[src/rtl/fpu_xfer_wb_buffer.sv]
// fpu_xfer_wb_buffer: formats FPU transfer results (NaN-box/zero-extend) and queues them for writeback.
// Optional same-cycle bypass when empty is enabled by defining XFER_BYPASS_EN.
module fpu_xfer_wb_buffer #(
    parameter int DEPTH = 4,
    parameter int TAG_W = 5
) (
    input  logic                         CLK,
    input  logic                         RST,
    input  logic                         IN_VALID,
    output logic                         IN_READY,
    input  logic [2:0]                   IN_OP,
    input  logic                         IN_SP_DP,
    input  logic [31:0]                  IN_RESULT,
    input  logic [TAG_W-1:0]             IN_RD,
    output logic                         OUT_VALID,
    input  logic                         OUT_READY,
    output logic                         OUT_IS_FP,
    output logic [TAG_W-1:0]             OUT_RD,
    output logic [63:0]                  OUT_DATA,
    output logic [$clog2(DEPTH+1)-1:0]   COUNT,
    output logic                         ILLEGAL
);
    localparam int PW = $clog2(DEPTH);
    localparam int CW = $clog2(DEPTH+1);

    logic [PW-1:0]    wr_q, rd_q;
    logic [CW-1:0]    count_q, count_d;
    logic             illegal_q;
    logic             fp_mem [DEPTH];
    logic [TAG_W-1:0] rd_mem [DEPTH];
    logic [31:0]      res_mem [DEPTH];

    logic in_fp, in_legal, head_valid, bypass, accept, push, pop;
    logic [31:0] out_res;

    assign in_fp      = (IN_OP == 3'b000) && !IN_SP_DP;
    assign in_legal   = in_fp || (IN_OP == 3'b001) || (IN_OP == 3'b100);
    assign head_valid = (count_q != '0);
`ifdef XFER_BYPASS_EN
    assign bypass     = (count_q == '0) && IN_VALID && in_legal && OUT_READY;
`else
    assign bypass     = 1'b0;
`endif
    assign IN_READY   = (count_q != CW'(DEPTH)) || bypass;
    assign accept     = IN_VALID && IN_READY;
    assign push       = accept && in_legal && !bypass;
    assign pop        = head_valid && OUT_READY;
    assign count_d    = count_q + CW'(push) - CW'(pop);

    always_ff @(posedge CLK) begin
        if (RST) begin
            wr_q      <= '0;
            rd_q      <= '0;
            count_q   <= '0;
            illegal_q <= 1'b0;
        end else begin
            wr_q      <= push ? wr_q + 1'b1 : wr_q;
            rd_q      <= pop ? rd_q + 1'b1 : rd_q;
            count_q   <= count_d;
            illegal_q <= accept && !in_legal;
        end
    end

    // Storage needs no reset: nothing is visible unless COUNT says it is occupied.
    always_ff @(posedge CLK) begin
        if (push) begin
            fp_mem[wr_q]  <= in_fp;
            rd_mem[wr_q]  <= IN_RD;
            res_mem[wr_q] <= IN_RESULT;
        end
    end

    assign out_res   = bypass ? IN_RESULT : (head_valid ? res_mem[rd_q] : 32'h0);
    assign OUT_VALID = head_valid || bypass;
    assign OUT_IS_FP = bypass ? in_fp : (head_valid && fp_mem[rd_q]);
    assign OUT_RD    = bypass ? IN_RD : (head_valid ? rd_mem[rd_q] : '0);
    assign OUT_DATA  = {OUT_IS_FP ? 32'hFFFF_FFFF : 32'h0, out_res};
    assign COUNT     = count_q;
    assign ILLEGAL   = illegal_q;
endmodule

[config.mk]
export PLATFORM = sky130hd
export DESIGN_NAME = fpu_xfer_wb_buffer
export DESIGN_NICKNAME = d
export VERILOG_FILES = /design/src/rtl/fpu_xfer_wb_buffer.sv
export SDC_FILE = /design/constraint.sdc
export NUM_CORES = 1
export LEC_CHECK = 0
export BUFFER_PORTS_ARGS = -buffer_cell sky130_fd_sc_hd__buf_2
export CELL_PAD_IN_SITES_DETAIL_PLACEMENT = 0
export CELL_PAD_IN_SITES_GLOBAL_PLACEMENT = 2
export CORE_ASPECT_RATIO = 0.5
export CORE_UTILIZATION = 26
export DETAILED_ROUTE_END_ITERATION = 8
export PLACE_DENSITY = 0.6
export SLEW_MARGIN = 0
export SYNTH_ARGS = -nofsm -noshare
export SYNTH_HDL_FRONTEND = slang
export SYNTH_SLANG_ARGS = --single-unit
[constraint.sdc]
create_clock -name CLK -period 3.3 [get_ports CLK]
set_input_delay 0.495 -clock CLK [delete_from_list [all_inputs] [get_ports CLK]]
set_output_delay 0.495 -clock CLK [all_outputs]
set_load 0.005 [all_outputs]
Yosys cells after proc, flatten, opt, wreduce, memory -nomap -nowiden
Memory sizes are Yosys's and may differ from the RTL's. A register that Yosys moved wholly into a read port is not among the register bits.
Index checks and enable logic that the tools add are counted.
- add/subtract/negate cells: 4
- $mul: 0
- div/mod/pow operators: 0
- magnitude comparators: 0
- equality and inequality tests: 3
- shift-type cells: 0
- muxes and demuxes: 11
- bitwise operators: 0
- reductions and logical operators: 12
- operator list (operator ; number):
    $mux 32 ; 2
    $mux 2 ; 6
    $logic_and 1x1->1 ; 6
    $mux 5 ; 1
    $add 2x1->2 const B ; 2
    $add 3x1->3 ; 1
    $eq 3x1->1 const B ; 1
    $eq 3x3->1 const B ; 1
    $logic_not 3->1 ; 1
    $ne 3x3->1 const B ; 1
    $reduce_bool 3->1 ; 1
    $sub 3x1->3 ; 1
    $logic_not 1->1 ; 2
    $logic_or 1x1->1 ; 2
    $mux 1 ; 2
- register bits after elaboration: 8
- bits in latches: 0
- bits in writable memories: 152
- memory bits (read-only): 0
- input bits: 45
- output and inout port bits: 76
- logic and storage cells: 37
- memories: 3
- memory list (memory ; depth ; bits a word ; rd ports ; clocked after memory_dff ; wr ports ; line ; source):
    res_mem ; 4 ; 32 ; 1 ; 1 ; 1 ; 31 ; logic [31:0] res_mem [DEPTH];
    rd_mem ; 4 ; 5 ; 1 ; 1 ; 1 ; 30 ; logic [TAG_W-1:0] rd_mem [DEPTH];
    fp_mem ; 4 ; 1 ; 1 ; 1 ; 1 ; 29 ; logic fp_mem [DEPTH];

Longest topological paths before layout
Gate-level depths: netlist of run 1.
- depth after elaboration: 7
- mapped depth: 11
- mapped depth without buffers: 10

Worst setup path before layout of run 1
OpenSTA, ideal clock, no wires.
- path type: register to output
- from: register with a tool-made name
- to: output OUT_DATA[32]
- arrival time: 2.295 ns
- required time: 2.805 ns
- path slack: 0.510 ns
- cell stages (with the launch flop): 5
- path buffers: 2
- cells stage by stage: dfxtp_1 > clkbuf_1 > mux4_2 > nor2b_1 > buf_4
- RTL lines (element ; line ; source):
    end: declaration ; 19 ; output logic [63:0] OUT_DATA,

==> out/metrics.cfg, run 1 <==
[routing]
firstDrtPassIters = 4
antenna_left = 0
wl_per_cell_um = 16.4
drt_iter0_drc = 158
drc = 0
viasPerCell = 3.94
dr_total_vias = 3069
routed_wl_mm = 12.7

[yosys]
synth.most_common_cell = edfxtp_1
synth_top_area_frac = 0.701
syn_nets = 381
async_flop_share = 0
synthTopCellsByCount = edfxtp_1 (152), nor2b_1 (40), mux4_2 (38)
synth_area_leaders = edfxtp_1 (70%), mux4_2 (13%), buf_4 (4.0%)
ys_warn_count = 0
ys_seq_area_frac = 0.732
ys.flop_type = edfxtp_1
synth-edff-count = 152
syn_avg_cell_area_um2 = 19.8
synth_area_mm2 = 0.00651
synthCells = 329
yosys.area.top_type = edfxtp_1
ys_types = 28
ys_ff_latch = 162

[timing]
fin_crit_ns = 2.74
finClkSkew_ns = 0.00641
post-route-period-util = 0.830
setup_viol = 0
rsz0062_at_grt = no
tightest_slew_ns = 0.915
hold_viol = 0
drv_slew = 0
clock.fmax_mhz = 365
slew_headroom = 0.390
setup-tns-final_ns = 0
final.setup.worst_slack_ns = 0.560

[grt]
grt_pass1_wl_mm = 19.3
grt_max_degree = 40
antenna_found_initial = 1
grt_pass1_vias = 3284
track_usage = 0.104
globalRoute.totalOverflow = 0

[power]
max-vdd-ir-drop_uv = 318
powerDensity_mw_per_mm2 = 760
leakagePower_nw = 2.76

[clocking]
clockBufferDepth = 2
post_cts_buffers = 0
h-tree-depth = 4
hold_buffers = 0
cts_buffers = 17
ctsResizeCount = 0
clkLatencyLatePin_ns = 0.41
clock-sinks = 162
cts_tree = yes
cts-root-buf = clkbuf_16
path_clk_slew_ns = 0.06

[setup_path]
rr_endpoint = COUNT[2]
ff2ff_path_depth = 10
crit_fanout = 26
startpoint_type = register
cp_data_arrival_time_ns = 2.25
r2r_slack_ns = 0.96
required_ns = 2.80
critPathKind = reg2out
cp-end-kind = output port
r2r-start = COUNT[2]

[floorplan]
ios = 121
initial_core_util = 0.268
die_w_um = 226
die_area_mm2 = 0.0257
die_height_um = 114
core_mm2 = 0.0243
rows = 40

[hold_path]
min-delay-start = IN_RESULT[26]
hold_class = in2reg
holdPathEnd = res_mem[2][26]
whs_path_depth = 1

[placement]
portBuffers = 120
dpl.cell_count = 747
dp_hpwl_mm = 7.96
gp_congestion = 0.654
place_ws_ns = 0.730

[final_layout]
stdcell_count = 779
diodes = 0
fin_util = 0.324
nets = 482
drive_gt1_frac = 0.465
syn2layout_area_growth_pct = 20.8

[run]
maxCapViolCount = 0

[status]
status = finished clean

-- per-layer routing --
metal  wire, µm  global-route usage
met1       5720               0.130
met3        357              0.0307
met2       6520               0.173
met4        129              0.0354
met5         13                   0
-- how the worst max path moves through the flow --
stage                               end  slack, ns  cells past startpoint      from
after CTS                  OUT_DATA[11]       0.46                      4  register
after detailed placement  res_mem[1][9]       0.73                      5  IN_OP[0]
final                       OUT_DATA[9]       0.56                      4  register
after floorplan            OUT_DATA[32]       0.51                      4  register
after global placement         COUNT[2]       0.74                     11  IN_OP[2]
after global routing       OUT_DATA[17]       0.36                      4  register
-- state kept, by name, summed over array words and instances (netlist names), named ones only --
signal	count
res_mem	128
rd_mem	20
fp_mem	4
COUNT	3
rd_q	2
wr_q	2
ILLEGAL	1
-- critical path, cell delays in order (launching register included) --
cell and delay (ns):
dfxtp_2 0.65, buf_12 0.32, mux4_2 0.55, nor2b_1 0.16
buf_2 0.16
-- cell type report --
| type | instances | area [µm²] |
|---|---|---|
| Sequential cell | 162 | 4770 |
| Clock buffer | 17 | 425 |
| Timing Repair Buffer | 128 | 686 |
| Multi-Input combinational cell | 113 | 1410 |
| Inverter | 8 | 30.0 |
| Tap cell | 336 | 420 |
| Fill cell | 2362 | 16400 |
| Clock inverter | 15 | 130 |
-- per-stage QoR --
stage / hold slack (ns) / power [W] / instance area (µm²)
after floorplan: 0.482 / 0.00374 / 6510
after global placement: 0.511 / 0.00427 / 7310
after detailed placement: 0.510 / 0.00427 / 7310
after CTS: 0.269 / 0.00611 / 7870
after global routing: 0.268 / 0.00633 / 7870
final: 0.295 / 0.00598 / 7870
-- layout by cell type (no fill, tap or decap), types with 2 or more instances in the layout --
cell type	n
clkinv_2	2
xor2_1	2
inv_1	8
mux4_2	38
inv_6	4
edfxtp_1	152
ha_1	6
nor2b_1	40
buf_12	2
clkbuf_16	17
dfxtp_1	8
nand2b_1	2
clkinv_1	3
xnor2_1	2
clkinv_4	2
buf_2	120
and2_2	4
clkinvlp_4	2
nor2_1	6
dfxtp_2	2
buf_4	6
-- power by group --
part           internal (W)  total [W]  switching, W
clock               0.00104    0.00184      0.000796
combinational      0.000879    0.00170      0.000821
sequential          0.00234    0.00244      0.000104
total               0.00426    0.00598       0.00172
-- kinds of logic (layout without fill, tap and decap cells) --
kind of cell               after synthesis  in the layout  share of synthesized area
DFF                                    162            162                      0.732
adders and majority gates                7              7                     0.0146
AOI/OAI and AO/OA                        4              4                    0.00442
buffers and inverters                   54            168                     0.0532
and+or+nand+nor                         58             58                     0.0555
xor gates and xnor gates                 4              4                    0.00538
muxes                                   40             40                      0.135
(Power assumes the default switching activity.)
==> inputs of run 2 (changes only) <==
==> constraint.sdc (replaced) <==
create_clock -name CLK -period 2.59 [get_ports CLK]
set_input_delay 0.3885 -clock CLK [delete_from_list [all_inputs] [get_ports CLK]]
set_output_delay 0.3885 -clock CLK [all_outputs]
set_load 0.005 [all_outputs]
==> out/metrics.cfg, run 2 (synthesis gave the netlist of run 1 again) <==
[routing]
viasPerCell = 3.99  ; was 3.94
drc = 0  ; unchanged
wl_per_cell_um = 16.0  ; was 16.4 µm
dr_total_vias = 3111  ; was 3069
drt_iter0_drc = 159  ; was 158
antenna_left = 0  ; unchanged
routed_wl_mm = 12.5  ; was 12.7 mm
firstDrtPassIters = 4  ; unchanged

[hold_path]
hold_class = in2reg  ; unchanged

[setup_path]
critPathKind = reg2out  ; unchanged
cp_top_family = multiplexers  ; was flip-flops
cp_data_arrival_time_ns = 1.97  ; was 2.25 ns
crit_chain = buf_4 -> mux4_2 -> nor2b_1 -> buf_2  ; was buf_12 -> mux4_2 -> nor2b_1 -> buf_2
r2r_slack_ns = 0.26  ; was 0.96 ns
crit_path_max_incr_delay_ns = 0.54  ; was 0.65 ns
startpoint_type = register  ; unchanged
worst-path-buf-inv = 2  ; unchanged
cp-end-kind = output port  ; unchanged
required_ns = 2.20  ; was 2.80 ns
crit_fanout = 14  ; was 26
cp_slowest_cell = mux4_2  ; was dfxtp_2

[clocking]
cts-root-buf = clkbuf_16  ; unchanged
clockBufferDepth = 2  ; unchanged
clock-sinks = 162  ; unchanged
h-tree-depth = 4  ; unchanged
clkLatencyLatePin_ns = 0.43  ; was 0.41 ns
post_cts_buffers = 0  ; unchanged
path_clk_slew_ns = 0.07  ; was 0.06 ns
cts_tree = yes  ; unchanged
cts_buffers = 17  ; unchanged

[run]
maxCapViolCount = 0  ; unchanged

[floorplan]
rows = 40  ; unchanged
ios = 121  ; unchanged
die_height_um = 114  ; unchanged
core_mm2 = 0.0243  ; unchanged
initial_core_util = 0.268  ; unchanged
die_area_mm2 = 0.0257  ; unchanged
die_w_um = 226  ; unchanged

[final_layout]
regMostFlops = res_mem  ; unchanged
stdcell_count = 780  ; was 779
diodes = 0  ; unchanged
final_common_cell = edfxtp_1  ; unchanged
top_regs = res_mem (128), rd_mem (20), fp_mem (4)  ; unchanged
layout_common_cells = edfxtp_1 (152), buf_2 (120), nor2b_1 (39)  ; was edfxtp_1 (152), buf_2 (120), nor2b_1 (40)
syn2layout_area_growth_pct = 21.4  ; was 20.8%
fillers = 2354  ; was 2362
largest_reg_flops = 128  ; unchanged
multi_input_area_mm2 = 0.00141  ; about the same
seq_area_mm2 = 0.00477  ; about the same
nets = 483  ; was 482
drive_gt1_frac = 0.475  ; was 0.465

[timing]
slew_headroom = 0.564  ; was 0.390
final.setup.worst_slack_ns = 0.236  ; was 0.560 ns
tightest_slew_ns = 0.653  ; was 0.915 ns
finClkSkew_ns = 0.00854  ; was 0.00641 ns
fin_hold_ws_ns = 0.177  ; was 0.295 ns
rsz0062_at_grt = no  ; unchanged
setup_viol = 0  ; unchanged
clock.fmax_mhz = 425
hold_viol = 0  ; unchanged
post-route-period-util = 0.909
setup-tns-final_ns = 0  ; unchanged
fin_crit_ns = 2.35
drv_slew = 0  ; unchanged

[placement]
gp_congestion = 0.664  ; was 0.654
place_ws_ns = 0.117  ; was 0.730 ns
dpl.cell_count = 748  ; was 747
dp_hpwl_mm = 7.36  ; was 7.96 mm
portBuffers = 120  ; unchanged

[power]
powerDensity_mw_per_mm2 = 977  ; was 760 mW/mm²
totalPowerFinal_w = 0.00772  ; was 0.00598 W
leakagePower_nw = 2.78  ; was 2.76 nW
max-vdd-ir-drop_uv = 477  ; was 318 µV

[grt]
globalRoute.totalOverflow = 0  ; unchanged
antenna_found_initial = 0  ; was 1
grt_pass1_vias = 3281  ; was 3284
grt_pass1_wl_mm = 19.1  ; was 19.3 mm
track_usage = 0.104  ; about the same
grt_max_degree = 39  ; was 40

[status]
status = finished clean  ; unchanged

## run 2: cell count changes in the layout (fill, tap and decap cells not counted), sizes merged
cell | before | now
inv | 13 | 17
clkinv | 7 | 5
buf | 128 | 129
bufinv | 1 | 0
clkinvlp | 2 | 1
## run 2: worst register-to-register path, stage by stage, from the launching register on
cell and delay [ns]:
dfxtp_1 0.45, or3b_4 0.43, and4_4 0.21, inv_1 0.06
ha_1 0.12, inv_1 0.04, ha_1 0.18, fa_1 0.38
xnor2_1 0.17, xnor2_1 0.13, nor2_1 0.05
## run 2: stage by stage
step           cell area (µm²)  utilization
2_1_floorplan             6520            -
3_3_place_gp              7310        0.301
3_5_place_dp              7310        0.301
4_1_cts                   7900        0.325
5_1_grt                   7910        0.326
6_report                  7910        0.326
## run 2: repair_timing
item                                    in CTS  in global routing
resized for setup                            0                  1
hold buffers                                 0                  0
endpoints found under the setup margin       0                 33
## run 2: worst paths after layout
check,to,depth (start not counted),from
max,OUT_DATA[19],4,register
min,res_mem[3][4],1,IN_RESULT[4]
min reg2reg,wr_q[1],2,wr_q[1]
max reg2reg,COUNT[2],10,COUNT[2]
## run 2: where the power goes
group          internal, W  switching [W]
clock              0.00130        0.00115
combinational      0.00113        0.00110
sequential         0.00298      0.0000742
total              0.00540        0.00232
## run 2: cell type report
cell class | instances | area share
repair buffers | 129 | 0.0861
multi-input cells | 113 | 0.179
well taps | 336 | 0.0532
flip-flops and latches | 162 | 0.603
inverters | 8 | 0.00380
clock buffers | 17 | 0.0538
clock inverters | 15 | 0.0209
## run 2: routing by layer
metal,vias to the layer above,wire length [µm],GRT usage
met1,1603,5520,0.128
li1,1452,-,-
met3,17,372,0.0296
met2,39,6400,0.173
met5,-,0,0
met4,0,177,0.0395
